## config.mk

```make
export PLATFORM = sky130hd
export DESIGN_NAME = ibex_csr_access
export DESIGN_NICKNAME = d
export VERILOG_FILES = /design/src/rtl/ibex_csr_access_pkg.sv /design/src/rtl/ibex_csr_access.sv
export SDC_FILE = /design/constraint.sdc
export NUM_CORES = 1
export LEC_CHECK = 0
export CAP_MARGIN = 40
export CORE_AREA = 2 2 150 152
export CTS_BUF_LIST = sky130_fd_sc_hd__clkbuf_4 sky130_fd_sc_hd__clkbuf_8 sky130_fd_sc_hd__clkbuf_16
export DETAILED_ROUTE_END_ITERATION = 12
export DIE_AREA = 0 0 152 154
export PLACE_DENSITY = 0.79
export SLEW_MARGIN = 20
export SYNTH_ARGS = -nofsm -noshare
export SYNTH_HDL_FRONTEND = slang
export SYNTH_SLANG_ARGS = --single-unit
```

## constraint.sdc

```tcl
create_clock -name clk_i -period 3.15 [get_ports clk_i]
set_input_delay 0.63 -clock clk_i [delete_from_list [all_inputs] [get_ports clk_i]]
set_output_delay 0.63 -clock clk_i [all_outputs]
set_load 0.05 [all_outputs]
```

## src/rtl/ibex_csr_access_pkg.sv

```systemverilog
// Shared types and the read-modify-write helper for the CSR access sequencer.
package ibex_csr_access_pkg;

  typedef enum logic [1:0] {
    CSR_OP_READ  = 2'b00,
    CSR_OP_WRITE = 2'b01,
    CSR_OP_SET   = 2'b10,
    CSR_OP_CLEAR = 2'b11
  } csr_op_e;

  typedef enum logic [1:0] {
    IDLE  = 2'b00,
    READ  = 2'b01,
    WRITE = 2'b10,
    RESP  = 2'b11
  } csr_acc_state_e;

  // Bitwise, so the module applies it across any data width.
  function automatic logic csr_modify(input logic old_bit, input logic wdata_bit,
                                      input csr_op_e op);
    logic new_bit;
    case (op)
      CSR_OP_READ:  new_bit = old_bit;
      CSR_OP_WRITE: new_bit = wdata_bit;
      CSR_OP_SET:   new_bit = old_bit | wdata_bit;
      CSR_OP_CLEAR: new_bit = old_bit & ~wdata_bit;
      default:      new_bit = old_bit;
    endcase
    return new_bit;
  endfunction

endpackage

```

## src/rtl/ibex_csr_access.sv

```systemverilog
// Single-outstanding CSR read-modify-write sequencer between the ID stage
// and a bank of single-register CSR storage instances.
module ibex_csr_access #(
  parameter int unsigned Width     = 32,
  parameter int unsigned NumCsr    = 8,
  parameter int unsigned AddrWidth = 3
) (
  input  logic                    clk_i,
  input  logic                    rst_ni,
  input  logic                    req_valid_i,
  output logic                    req_ready_o,
  input  logic [1:0]              req_op_i,
  input  logic [AddrWidth-1:0]    req_addr_i,
  input  logic [Width-1:0]        req_wdata_i,
  output logic                    rsp_valid_o,
  input  logic                    rsp_ready_i,
  output logic [Width-1:0]        rsp_rdata_o,
  output logic                    rsp_err_o,
  output logic [NumCsr-1:0]       csr_wr_en_o,
  output logic [Width-1:0]        csr_wr_data_o,
  input  logic [NumCsr*Width-1:0] csr_rd_data_i,
  input  logic [NumCsr-1:0]       csr_rd_error_i
);
  import ibex_csr_access_pkg::*;

  localparam logic [AddrWidth:0] NumCsrW = (AddrWidth+1)'(NumCsr);

  csr_acc_state_e         state_r;
  csr_op_e                op_r;
  logic [AddrWidth-1:0]   addr_r;
  logic [Width-1:0]       wdata_r;
  logic [Width-1:0]       old_r;
  logic                   err_r;
  logic                   req_ready_r;
  logic                   rsp_valid_r;
  logic [Width-1:0]       rsp_rdata_r;
  logic                   rsp_err_r;
  logic [NumCsr-1:0]      wr_en_r;
  logic [Width-1:0]       wr_data_r;

  logic [Width-1:0]       old_s;
  logic                   rd_err_s;
  logic                   in_range_s;
  logic                   err_s;
  logic [Width-1:0]       new_s;
  logic                   do_write_s;
  logic [NumCsr-1:0]      wr_en_s;

  // Select the addressed CSR with an AND-OR mux so out-of-range addresses read 0 without indexing past the bank.
  always_comb begin
    old_s    = {Width{1'b0}};
    rd_err_s = 1'b0;
    new_s    = {Width{1'b0}};
    for (int k = 0; k < NumCsr; k++) begin
      old_s    = old_s | (csr_rd_data_i[k*Width +: Width] & {Width{addr_r == AddrWidth'(k)}});
      rd_err_s = rd_err_s | (csr_rd_error_i[k] & (addr_r == AddrWidth'(k)));
    end
    in_range_s = ({1'b0, addr_r} < NumCsrW);
    err_s      = ~in_range_s | rd_err_s;
    for (int i = 0; i < Width; i++) begin
      new_s[i] = csr_modify(old_s[i], wdata_r[i], op_r);
    end
    // SET/CLEAR with a zero mask cannot change the CSR, so skip the write.
    do_write_s = ~err_s & ((op_r == CSR_OP_WRITE) |
                 (((op_r == CSR_OP_SET) | (op_r == CSR_OP_CLEAR)) & (wdata_r != {Width{1'b0}})));
    wr_en_s    = NumCsr'(1'b1) << addr_r;
  end

  // Sequencer FSM with all outputs registered.
  always_ff @(posedge clk_i or negedge rst_ni) begin
    if (!rst_ni) begin
      state_r     <= IDLE;
      op_r        <= CSR_OP_READ;
      addr_r      <= {AddrWidth{1'b0}};
      wdata_r     <= {Width{1'b0}};
      old_r       <= {Width{1'b0}};
      err_r       <= 1'b0;
      req_ready_r <= 1'b1;
      rsp_valid_r <= 1'b0;
      rsp_rdata_r <= {Width{1'b0}};
      rsp_err_r   <= 1'b0;
      wr_en_r     <= {NumCsr{1'b0}};
      wr_data_r   <= {Width{1'b0}};
    end else begin
      case (state_r)
        IDLE: begin
          if (req_valid_i) begin
            op_r        <= csr_op_e'(req_op_i);
            addr_r      <= req_addr_i;
            wdata_r     <= req_wdata_i;
            req_ready_r <= 1'b0;
            state_r     <= READ;
          end else begin
            req_ready_r <= 1'b1;
          end
        end
        READ: begin
          old_r <= old_s;
          err_r <= err_s;
          if (do_write_s) begin
            wr_en_r   <= wr_en_s;
            wr_data_r <= new_s;
            state_r   <= WRITE;
          end else begin
            rsp_valid_r <= 1'b1;
            rsp_rdata_r <= old_s;
            rsp_err_r   <= err_s;
            state_r     <= RESP;
          end
        end
        WRITE: begin
          wr_en_r     <= {NumCsr{1'b0}};
          wr_data_r   <= {Width{1'b0}};
          rsp_valid_r <= 1'b1;
          rsp_rdata_r <= old_r;
          rsp_err_r   <= err_r;
          state_r     <= RESP;
        end
        RESP: begin
          if (rsp_ready_i) begin
            rsp_valid_r <= 1'b0;
            rsp_rdata_r <= {Width{1'b0}};
            rsp_err_r   <= 1'b0;
            req_ready_r <= 1'b1;
            state_r     <= IDLE;
          end else begin
            rsp_valid_r <= 1'b1;
          end
        end
        default: begin
          wr_en_r     <= {NumCsr{1'b0}};
          wr_data_r   <= {Width{1'b0}};
          rsp_valid_r <= 1'b0;
          rsp_rdata_r <= {Width{1'b0}};
          rsp_err_r   <= 1'b0;
          req_ready_r <= 1'b1;
          state_r     <= IDLE;
        end
      endcase
    end
  end

  assign req_ready_o   = req_ready_r;
  assign rsp_valid_o   = rsp_valid_r;
  assign rsp_rdata_o   = rsp_rdata_r;
  assign rsp_err_o     = rsp_err_r;
  assign csr_wr_en_o   = wr_en_r;
  assign csr_wr_data_o = wr_data_r;

endmodule

```

==> flow_summary.ini, run 1 <==
[yosys]
synth_ff_type = dfrtp_1
ys_seq_area_frac = 0.425
avgSynthCellArea_um2 = 10.9
syn_area_um2 = 8660
synth_nets = 1107
async_flop_share = 1.00
yosys_warnings = 0
synth-seq-cells = 147
syn_inst = 797
ys_types = 54
synth_edf_count = 0

[route]
wire_per_inst_um = 24.0
antenna_left = 0
drt-pass1-iter-count = 5
drt-total-wl_um = 35100
via_count = 8395
drtIter0Drc = 889
viasPerCell = 5.74
drc_errors = 0

[floorplanning]
initial_utilization = 0.399
fp.dieH_um = 154
ios = 380
coreArea_um2 = 21700
fp.dieArea_um2 = 23400
die_w_um = 152
row_count = 54

[worst_setup_path]
cp-end-kind = flip-flop
crit_required_ps = 3460
crit_arrival_ps = 3180
cp-start-kind = flip-flop
crit_type = flip-flop to flip-flop
crit_fanout = 33

[grt]
grt_overflow = 0
antenna_found_initial = 0
grt_pass1_wl_um = 52800
grt_usage = 0.297
grt_max_degree = 86
grt_pass1_vias = 8629

[sta]
setup_tns_ps = 0
worstMarginPinSlew_ps = 868
hold_viol = 0
max-slew-margin-rel = 0.420
finalWorstPathRequiredPeriod_ps = 2870
fmax_ghz = 0.348
clock_skew_ps = 8.94
rsz0062_at_grt = false
min_period_over_period = 0.912
report.final.slew_viol_count = 0
finalSetupViolCount = 0

[power_and_ir_drop]
total_power_mw = 15.9
p_leak_nw = 5.57
peakVddDrop_mv = 0.575
power_density_nw_per_um2 = 1170

[min_path]
hold_class = primary input to asynchronous set/reset pin

[place]
routabilityCongestion = 0.979
dp_hpwl_um = 27500
place.port_buffers = 379

[clocking]
cts_max_path_buffers = 2
numCtsBuffers = 17
post_cts_buffers = 0
cts_tree = done
htree_num_levels = 4
clk_latency_ps = 430
path_clk_slew_ps = 60
cts_resized = 0
cts-root-buf = clkbuf_16
holdBufCountCts = 0
clock-sinks = 147

[finish]
layout.nets = 1480
layout-drive-gt1-share = 0.159
syn_to_final_growth_pct = 57.6
seqCellArea_um2 = 3680
multi_input_area_um2 = 4670
fill_cells = 1780
num_antenna_cells = 0

[job]
maxCapViolations = 0

[status]
status = finished clean
[flip-flops by register name, indices dropped and copies added (netlist names)]
name	flops
csr_wr_data_o	32
old_r	32
rsp_rdata_o	32
wdata_r	32
csr_wr_en_o	8
addr_r	3
op_r	2
state_r	2
err_r	1
req_ready_o	1
rsp_err_o	1
rsp_valid_o	1
[layout make-up]
cell class,count,area share
Clock inverter,13,0.0169
Multi-Input combinational cell,573,0.342
Inverter,7,0.00193
Sequential cell,147,0.270
Clock buffer,19,0.0327
Tap cell,280,0.0257
Timing Repair Buffer,424,0.310
[worst max-delay path, cell delays in order (launching register included)]
cell and delay (ps):
dfrtp_1 430, or4_1 520, or3_4 350, nor3_4 250, nor3_1 130, or3_2 510, buf_12 210, mux2_1 330
[path summary, 6_finish.rpt]
path / slack (ps) / cells past startpoint / start / to
max: 280 / 7 / wdata_r[17]$_DFFE_PN0P_ / rsp_rdata_o[19]$_DFFE_PN0P_
min: 10 / 1 / rst_ni / addr_r[0]$_DFFE_PN0P_
max reg2reg: 280 / 7 / wdata_r[17]$_DFFE_PN0P_ / rsp_rdata_o[19]$_DFFE_PN0P_
min reg2reg: 490 / 1 / rsp_rdata_o[31]$_DFFE_PN0P_ / rsp_rdata_o[31]$_DFFE_PN0P_
max in group asynchronous: 2200 / 3 / rst_ni / csr_wr_data_o[21]$_DFFE_PN0P_
min in group clk_i: 490 / 1 / rsp_rdata_o[31]$_DFFE_PN0P_ / rsp_rdata_o[31]$_DFFE_PN0P_
[logic make-up (layout without fill, tap and decap cells)]
group           Yosys count  in the layout  share of synthesized area
compound gates          231            231                      0.192
simple gates            158            158                     0.0809
mux                     148            148                      0.225
flops                   147            147                      0.425
buf+inv                  77            463                     0.0380
xor+xnor                 31             31                     0.0314
fa+ha+maj                 5              5                    0.00723
[placed cells by master, fill, tap and decap left out, types with 5 or more instances in the layout]
master / instances
nand3_1: 5
mux2_2: 64
mux2_1: 20
a21oi_1: 46
a22oi_1: 31
o21ai_0: 38
buf_12: 5
nor3_1: 5
a22o_1: 50
clkdlybuf4s50_1: 378
inv_1: 6
nand2_1: 61
xnor2_1: 31
bufinv_16: 6
mux4_2: 25
clkbuf_16: 17
nor2b_1: 9
a221o_1: 9
a32o_1: 7
dfrtp_1: 144
a221oi_1: 15
mux2_4: 10
buf_4: 38
nor2_1: 56
nor4_1: 6
mux2i_1: 29
[where the power goes]
group	leakage [nW]	internal, mW	switching (mW)
Combinational	3.46	4.30	5.66
Sequential	1.78	2.80	0.798
Clock	0.323	1.51	0.818
Total	5.57	8.62	7.28
[metal layers]
metal | up-vias | GRT usage | wire [um]
met5 | - | 0 | 0
met4 | 0 | 0.0859 | 739
met3 | 44 | 0.0761 | 2840
met2 | 421 | 0.462 | 16200
met1 | 4177 | 0.411 | 15200
li1 | 3753 | - | -
[metrics by stage]
| step | setup slack (ps) | cells | cell area (um^2) | utilization | hold WS, ps |
|---|---|---|---|---|---|
| 6_report | 278 | 1463 | 13600 | 0.629 | 14.0 |
| 3_3_place_gp | 81.7 | 1429 | 12900 | 0.595 | 474 |
| 4_1_cts | 299 | 1462 | 13600 | 0.628 | 273 |
| 5_1_grt | 224 | 1463 | 13600 | 0.629 | 11.5 |
| 2_1_floorplan | 627 | 797 | 8660 | - | 334 |
| 3_5_place_dp | 74.6 | 1430 | 12900 | 0.597 | 481 |
[Yosys cell counts (5+ instances only)]
library cell / n / area [um^2]
a21oi_1: 47 / 235
a221o_1: 9 / 90.1
a221oi_1: 15 / 131
a22o_1: 50 / 438
a22oi_1: 31 / 233
a32o_1: 7 / 70.1
buf_1: 12 / 45.0
buf_2: 8 / 40.0
clkbuf_1: 46 / 173
dfrtp_1: 146 / 3650
ha_1: 5 / 62.6
inv_1: 6 / 22.5
mux2_1: 20 / 225
mux2_2: 64 / 721
mux2_4: 10 / 150
mux2i_1: 29 / 290
mux4_2: 25 / 563
nand2_1: 61 / 229
nand3_1: 5 / 25.0
nor2_1: 56 / 210
nor2b_1: 9 / 56.3
nor3_1: 5 / 25.0
nor4_1: 7 / 43.8
o21ai_0: 38 / 190
xnor2_1: 31 / 272
Note: power is estimated with default switching activity, not from simulation.
==> run 2, diff against run 1 <==
--- a/config.mk
+++ b/config.mk
@@ -6,10 +6,10 @@
 export NUM_CORES = 1
 export LEC_CHECK = 0
 export CAP_MARGIN = 40
-export CORE_AREA = 2 2 150 152
+export CORE_AREA = 2 2 149 151
 export CTS_BUF_LIST = sky130_fd_sc_hd__clkbuf_4 sky130_fd_sc_hd__clkbuf_8 sky130_fd_sc_hd__clkbuf_16
 export DETAILED_ROUTE_END_ITERATION = 12
-export DIE_AREA = 0 0 152 154
+export DIE_AREA = 0 0 151 153
 export PLACE_DENSITY = 0.79
 export SLEW_MARGIN = 20
 export SYNTH_ARGS = -nofsm -noshare
==> constraint.sdc (replaced) <==
create_clock -name clk_i -period 3.4 [get_ports clk_i]
set_input_delay 0.68 -clock clk_i [delete_from_list [all_inputs] [get_ports clk_i]]
set_output_delay 0.68 -clock clk_i [all_outputs]
set_load 0.05 [all_outputs]
==> run 2 against run 1 <==
Fmax down 4.6%. Count of clock-buffer cells in the layout up 6. Sequential cell count unchanged. Cell count down 0.82%. Register-to-register slack better by 110 ps. Worst setup slack better by 110 ps. Cell area down 1.6%.
==> flow_summary.ini, run 2 (synthesis gave the netlist of run 1 again) <==
[worst_setup_path]
r2r_setup_slack_ps = 390
cp-startpoint = wdata_r[21]$_DFFE_PN0P_
reg2regPathDepth = 7
crit_fanout = 33
r2r-start = wdata_r[21]$_DFFE_PN0P_
cp.depth = 7
cp_slowest_stage_delay_ps = 550
r2r-end = rsp_rdata_o[3]$_DFFE_PN0P_
slowest_stage = or4_1
cp-end-kind = flip-flop
crit_arrival_ps = 3300
endpoint = rsp_rdata_o[3]$_DFFE_PN0P_
crit_chain = or4_1, or3_4, nor3_4, nor3_1, or3_2, buf_4, mux2_1
crit_buf_inv = 1
cp_top_family = simple AND/OR/NAND/NOR gates
cp-start-kind = flip-flop
crit_required_ps = 3690
crit_type = flip-flop to flip-flop

[sta]
finalWorstPathRequiredPeriod_ps = 3010
hold_viol = 0
report.final.slew_viol_count = 0
finalSetupViolCount = 0
min_period_over_period = 0.885
worstMarginPinSlew_ps = 819
setup_tns_ps = 0
rsz0062_at_grt = false
max-slew-margin-rel = 0.453
clock_skew_ps = 13.4
fmax_ghz = 0.332

[place]
dp_hpwl_um = 27000
place.port_buffers = 379
dpl-instance-area_um2 = 12800
routabilityCongestion = 0.983
place_inst = 1421

[clocking]
cts_resized = 0
numCtsBuffers = 17
holdBufCountCts = 0
clk_latency_ps = 420
cts-root-buf = clkbuf_16
cts_tree = done
path_clk_slew_ps = 60
htree_num_levels = 4
cts_max_path_buffers = 2
post_cts_buffers = 0
clock-sinks = 147

[finish]
syn_to_final_growth_pct = 55.1
final_area_um2 = 13400
layout_common_cells = clkdlybuf4s50_1 (378), dfrtp_1 (144), mux2_2 (64)
num_antenna_cells = 0
layout-drive-gt1-share = 0.150
layout.nets = 1470
final_common_cell = clkdlybuf4s50_1
final_cells = 1451
fill_cells = 1719

[route]
drt-pass1-iter-count = 6
wire_per_inst_um = 23.8
via_count = 8310
drt-total-wl_um = 34500
drtIter0Drc = 705
drc_errors = 0
antenna_left = 0
viasPerCell = 5.73

[power_and_ir_drop]
power_density_nw_per_um2 = 1060
peakVddDrop_mv = 0.464
p_leak_nw = 5.47

[floorplanning]
initial_utilization = 0.403
die_w_um = 151
coreArea_um2 = 21500
ios = 380
fp.dieH_um = 153
row_count = 54
fp.dieArea_um2 = 23100

[status]
status = finished clean

[grt]
grt_pass1_vias = 8514
grt_overflow = 0
grt_max_degree = 63
antenna_found_initial = 1
grt_usage = 0.301
grt_pass1_wl_um = 51800

[min_path]
hold_class = primary input to asynchronous set/reset pin

[job]
maxCapViolations = 0
[run 2: cell types whose count changed in the layout (fill, tap and decap cells not counted), sizes merged]
cell      before  now
buf           46   36
clkbuf        19   25
bufinv         6    2
clkinvlp       3    1
clkinv         4    3
inv            7    6
[run 2: layout make-up]
type                            count  area [um^2]  share of cell area
Clock buffer                       25          498              0.0371
Clock inverter                      5         77.6             0.00578
Inverter                            7         26.3             0.00196
Multi-Input combinational cell    573         4670               0.348
Sequential cell                   147         3690               0.275
Tap cell                          280          350              0.0261
Timing Repair Buffer              414         4120               0.307
[run 2: worst min-delay path by stage]
stage | endpoint | cells past startpoint | start
final | addr_r[0]$_DFFE_PN0P_ | 1 | rst_ni
after global routing | addr_r[0]$_DFFE_PN0P_ | 1 | rst_ni
after CTS | old_r[27]$_DFFE_PN0P_ | 1 | rst_ni
after detailed placement | csr_wr_en_o[3]$_DFFE_PN0P_ | 1 | csr_wr_en_o[3]$_DFFE_PN0P_
after global placement | csr_wr_en_o[5]$_DFFE_PN0P_ | 1 | csr_wr_en_o[5]$_DFFE_PN0P_
after floorplan | addr_r[0]$_DFFE_PN0P_ | 0 | rst_ni
[run 2: stage by stage]
step           utilization  power (mW)  setup WS (ps)  hold slack, ps
2_1_floorplan            -        9.20            877             384
3_3_place_gp         0.597        12.1            259             471
3_5_place_dp         0.598        12.4            253             477
4_1_cts              0.625        14.2            406             280
5_1_grt              0.625        15.1            324             299
6_report             0.625        14.3            390             258
[run 2: report_power, final]
group | total (mW) | internal, mW | switching [mW]
Clock | 1.85 | 1.16 | 0.688
Sequential | 3.37 | 2.60 | 0.767
Combinational | 9.07 | 3.87 | 5.20
[run 2: metal layers]
layer | up-vias | GRT usage | share of wire | wire length (um)
met5 | - | 0 | 0.00038 | 13
met4 | 2 | 0.0601 | 0.017 | 598
li1 | 3728 | - | - | -
met1 | 4111 | 0.436 | 0.44 | 15300
met2 | 431 | 0.464 | 0.46 | 16000
met3 | 38 | 0.0681 | 0.076 | 2610
